## src/rtl/inst_fetch.sv

```systemverilog
// inst_fetch: rv32i fetch stage - PC register, ROM address drive and a small output FIFO.
// Optional macro FETCH_MISALIGN_CHK_EN flags the first entry fetched after a misaligned redirect.
module inst_fetch #(
  parameter logic [31:0] RESET_PC = 32'h0000_0000,
  parameter int unsigned ADDR_W   = 12,
  parameter int unsigned DEPTH    = 2
) (
  input  logic              clk,
  input  logic              reset,
  output logic [ADDR_W-1:0] rom_addr,
  input  logic [31:0]       rom_inst,
  input  logic              redirect_valid,
  input  logic [31:0]       redirect_pc,
  output logic              out_valid,
  input  logic              out_ready,
  output logic [31:0]       out_inst,
  output logic [31:0]       out_pc,
  output logic              out_misalign
);

  localparam int unsigned PTR_W = $clog2(DEPTH);
  localparam int unsigned CNT_W = $clog2(DEPTH + 1);

  logic [31:0]      pc;
  logic [31:0]      mem_pc   [DEPTH];
  logic [31:0]      mem_inst [DEPTH];
  logic             mem_mis  [DEPTH];
  logic [PTR_W-1:0] rd_ptr;
  logic [PTR_W-1:0] wr_ptr;
  logic [CNT_W-1:0] count;
  logic             pend;
  logic             pop;
  logic             fetch;
  logic             mis_target;

`ifdef FETCH_MISALIGN_CHK_EN
  assign mis_target = |redirect_pc[1:0];
`else
  // Low target bits are dropped; pending-misalign therefore stays 0.
  logic unused_low_bits;
  assign unused_low_bits = ^redirect_pc[1:0];
  assign mis_target      = 1'b0;
`endif

  assign rom_addr     = pc[ADDR_W-1:0];
  assign out_valid    = (count != '0);
  assign out_pc       = mem_pc[rd_ptr];
  assign out_inst     = mem_inst[rd_ptr];
  assign out_misalign = mem_mis[rd_ptr];

  always_comb begin
    pop   = out_valid && out_ready;
    fetch = !redirect_valid && ((count < CNT_W'(DEPTH)) || pop);
  end

  always_ff @(posedge clk) begin
    if (reset) begin
      pc       <= RESET_PC;
      rd_ptr   <= '0;
      wr_ptr   <= '0;
      count    <= '0;
      pend     <= 1'b0;
      mem_pc   <= '{default: '0};
      mem_inst <= '{default: '0};
      mem_mis  <= '{default: 1'b0};
    end else if (redirect_valid) begin
      // A same-cycle pop is already owned by decode, so a plain flush is enough.
      pc     <= {redirect_pc[31:2], 2'b00};
      rd_ptr <= '0;
      wr_ptr <= '0;
      count  <= '0;
      pend   <= mis_target;
    end else begin
      if (fetch) begin
        mem_pc[wr_ptr]   <= pc;
        mem_inst[wr_ptr] <= rom_inst;
        mem_mis[wr_ptr]  <= pend;
        wr_ptr           <= wr_ptr + PTR_W'(1);
        pc               <= pc + 32'd4;
        pend             <= 1'b0;
      end
      if (pop) begin
        rd_ptr <= rd_ptr + PTR_W'(1);
      end
      count <= count + CNT_W'(fetch) - CNT_W'(pop);
    end
  end

endmodule

```

## config.mk

```make
export PLATFORM = sky130hd
export DESIGN_NAME = inst_fetch
export DESIGN_NICKNAME = d
export VERILOG_FILES = /design/src/rtl/inst_fetch.sv
export SDC_FILE = /design/constraint.sdc
export NUM_CORES = 1
export LEC_CHECK = 0
export ABC_AREA = 0
export BUFFER_PORTS_ARGS = -buffer_cell sky130_fd_sc_hd__buf_2
export CORE_ASPECT_RATIO = 1.4
export CORE_MARGIN = 2
export CORE_UTILIZATION = 40
export CTS_CLUSTER_DIAMETER = 120
export CTS_CLUSTER_SIZE = 30
export DETAILED_ROUTE_END_ITERATION = 16
export PLACE_DENSITY_LB_ADDON = 0.15
export SLEW_MARGIN = 20
export SYNTH_ARGS = -nofsm -noshare
export SYNTH_HDL_FRONTEND = slang
export SYNTH_SLANG_ARGS = --single-unit
```

## constraint.sdc

```tcl
create_clock -name clk -period 3.15 [get_ports clk]
set_input_delay 0 -clock clk [delete_from_list [all_inputs] [get_ports clk]]
set_output_delay 0 -clock clk [all_outputs]
set_load 0.01 [all_outputs]
```

==> reports/qor.csv <==
stage;metric;value;unit
run_status;outcome;finished, final reports clean;
timing;Worst slew margin;39.0;%
setup_path;Worst EP arrival;2.51;ns
setup_path;Worst R2R Start;pc[7]$_SDFFE_PP0P_;
floorplan;Initial Utilization;40.5;%
timing;final worst path period need;2.15;ns
synthesis;Mapped Cells;891;
placed_design;DPL Wire Length;12100;um
timing;Final period util;68.2;%
synthesis;YS warnings;0;
global_route;antenna violations before repair;1;
clock_tree;Resized cells post-CTS;0;
clock_tree;CTS buffer count;17;
synthesis;Synth async-reset ratio;0;%
setup_path;RR Endpoint;pc[29]$_SDFFE_PP0P_;
power_and_ir_drop;Cell Pwr Density;531;nW/um2
detailed_routing;drt wl/cell;14.7;um
power_and_ir_drop;Clk pwr share;44.3;%
setup_path;CP Class;register to register;
clock_tree;CTS tree;built;
cells_and_area;post-route cell area;9260;um2
timing;Slew Limit Fails;0;
setup_path;critical path required time;3.52;ns
power_and_ir_drop;IR drop worst, VDD;307;uV
timing;RSZ-0062 raised after global routing;false;
detailed_routing;DRT iter0 DRCs;343;
setup_path;Worst setup EP type;register;
timing;sum of negative setup slack;0;ns
placed_design;routability cong.;0.763;
cells_and_area;layout cell share with drive strength beyond 1;24.7;%
setup_path;R2R Setup Slk;1.00;ns
setup_path;Startpoint Class;register;
floorplan;Chip Width;118;um
hold_path;Hold Startpoint;out_ready;
floorplan;core area;17900;um2
power_and_ir_drop;Lkg Pwr;3.70;nW
cells_and_area;most frequent cells in the layout;267 x nand2_1, 159 x dfxtp_1, 138 x buf_2;
hold_path;Worst Hold Depth;4;
timing;Final Skew;0.00863;ns
synthesis;synth unique cells;48;
hold_path;sink of the worst hold path;pc[3]$_SDFFE_PP0P_;
global_route;first-pass GRT wire length;31300;um
setup_path;Worst Path Max Fanout;12;
clock_tree;clk_lat worst skew;0.43;ns
hold_path;worst hold path type;primary input to register;
clock_tree;Clock Root Buffer;clkbuf_16;
synthesis;share of the yosys chip area belonging to registers;44.3;%
cells_and_area;Area growth syn-to-layout;28.2;%
floorplan;die area;19200;um2
clock_tree;Sink Count;160;
floorplan;Die Ht;163;um
power_and_ir_drop;Comb power frac;11.1;%
placed_design;Area after DPL;8020;um2
power_and_ir_drop;Switching Share;26.0;%
synthesis;Synth Flop Type;dfxtp_1;
global_route;met2 usage;34.7;%
global_route;GRT overflow;0;
detailed_routing;total number of vias;6521;
global_route;routing usage on met3;4.29;%
global_route;GR Util met1;24.5;%
clock_tree;clk slew on worst S/H paths;0.06;ns
global_route;largest net degree at the start of global routing;86;
setup_path;Reg2Reg Depth;4;
power_and_ir_drop;Int Power;0.00364;W
detailed_routing;DRC;0;
timing;endpoints failing setup;0;
floorplan;Top Ports;146;
job;MaxCap Viol Count;0;
detailed_routing;DR vias/cell;5.02;
synthesis;Yosys reg bits;160;
power_and_ir_drop;net switching power;0.00128;W
synthesis;Synth Cell Area;7220;um2
clock_tree;CTS H-tree depth;4;
timing;final hold viol count;0;
cells_and_area;Final nets;1116;
global_route;vias in the first global route;6281;
timing;Max Fclk;465;MHz
global_route;GRT Resource Usage Total;20.1;%
timing;Slew @ Worst Pin;0.915;ns
synthesis;Avg Cell Area, Syn;8.11;um2
clock_tree;clk buf depth;2;
power_and_ir_drop;Sequential Power Share;44.6;%
global_route;most used routing layer;met2;
detailed_routing;Detail Route Antenna Nets;0;
detailed_routing;drt first pass iters;4;
floorplan;row cnt;58;
synthesis;EDFF count, synth;0;
detailed_routing;final wirelength;19100;um
placed_design;Port Buffers;139;
cells_and_area;commonest non-fill, non-tap cell in the layout;nand2_1;
[worst max-delay path, cell delays in order (launching register included)]
cell and delay (ns):
dfxtp_1 0.54, nand4_4 0.18, or4_4 0.61, or4_2 0.66, nand3_1 0.10
[power groups by stage]
stage / Combinational (W) / Clock, W / Sequential, W
6_report: 0.000546 / 0.00218 / 0.00220
4_1_cts: 0.000552 / 0.00223 / 0.00220
3_3_place_gp: 0.000489 / 0 / 0.00224
3_5_place_dp: 0.000491 / 0 / 0.00224
5_1_grt: 0.000605 / 0.00231 / 0.00221
2_1_floorplan: 0.000333 / 0 / 0.00221
[flip-flops by register name, summed over array words and instances, names as in the netlist]
name      flops
count         2
mem_inst     64
mem_mis       2
mem_pc       60
pc           30
rd_ptr        1
wr_ptr        1
[timing repair]
action / 4_1_cts / 5_1_grt
setup endpoints to repair: 0 / 0
setup buffers: 0 / 0
hold buffers: 62 / 0
hold endpoints to repair: 94 / 0
[cell usage after synthesis (3+ instances only)]
cell type | count | area (um2)
nand2_1 | 267 | 1000
dfxtp_1 | 160 | 3200
a21oi_1 | 128 | 641
mux2_2 | 63 | 709
clkbuf_1 | 62 | 233
nor2_1 | 18 | 67.6
nand3_1 | 16 | 80.1
buf_4 | 14 | 105
a311oi_1 | 13 | 114
nand4_1 | 12 | 75.1
nor3_1 | 11 | 55.1
a211oi_1 | 8 | 60.1
and3_1 | 8 | 50.1
nor3b_1 | 8 | 60.1
nor4_1 | 8 | 50.1
inv_1 | 7 | 26.3
nand2b_1 | 7 | 43.8
nor2b_1 | 7 | 43.8
xnor2_1 | 7 | 61.3
o31ai_1 | 6 | 45.0
xor2_1 | 6 | 52.6
or3_1 | 5 | 31.3
and2_1 | 4 | 25.0
and4_1 | 4 | 35.0
nor4bb_1 | 4 | 40.0
or4_1 | 4 | 30.0
a2111oi_0 | 3 | 26.3
a22oi_1 | 3 | 22.5
buf_1 | 3 | 11.3
buf_2 | 3 | 15.0
ha_1 | 3 | 37.5
o21ai_0 | 3 | 15.0
[layout make-up]
cell class              count  area, um2
multi-input cells         644       3640
diodes                      1       2.50
flip-flops and latches    160       3200
well taps                 240        300
inverters                   7       26.3
clock inverters            15        196
repair buffers            215       1460
clock buffers              17        425
fillers                  1794       8590
[logic make-up after synthesis]
logic type | after synthesis | share of synthesized area (%)
AO/OA/AOI/OAI | 171 | 13.6
multiplexers | 63 | 9.82
XOR/XNOR | 13 | 1.58
AND/OR/NAND/NOR | 390 | 24.6
other | 1 | 0.0519
flip-flops | 160 | 44.3
buffers and inverters | 90 | 5.56
adder cells (fa/ha/maj) | 3 | 0.520
[layer usage]
metal / wire length, um / vias to the layer above
met4: 393 / 0
met3: 760 / 29
met1: 8670 / 3000
met2: 9280 / 147
li1: - / 3345
met5: 0 / -
[stage by stage]
stage	hold WS, ns	power, W	setup slack (ns)	std cells	util (%)
after floorplan	0.136	0.00255	1.26	894	-
after global placement	0.254	0.00273	1.03	1204	44.9
after detailed placement	0.245	0.00273	1.01	1204	44.9
after CTS	0.00233	0.00497	0.999	1298	51.9
after global routing	0.0651	0.00512	0.830	1298	51.9
final	0.0174	0.00492	1.00	1299	51.9
[how the worst max path moves through the flow]
stage / from / slack, ns / end
after floorplan: pc[8]$_SDFFE_PP0P_ / 1.26 / pc[29]$_SDFFE_PP0P_
after global routing: pc[7]$_SDFFE_PP0P_ / 0.83 / pc[19]$_SDFFE_PP0P_
after detailed placement: pc[2]$_SDFFE_PP0P_ / 1.01 / pc[14]$_SDFFE_PP0P_
final: pc[7]$_SDFFE_PP0P_ / 1.00 / pc[29]$_SDFFE_PP0P_
after global placement: pc[7]$_SDFFE_PP0P_ / 1.03 / pc[29]$_SDFFE_PP0P_
after CTS: pc[7]$_SDFFE_PP0P_ / 1.0 / pc[29]$_SDFFE_PP0P_
Power figures use the tool's default switching activity.
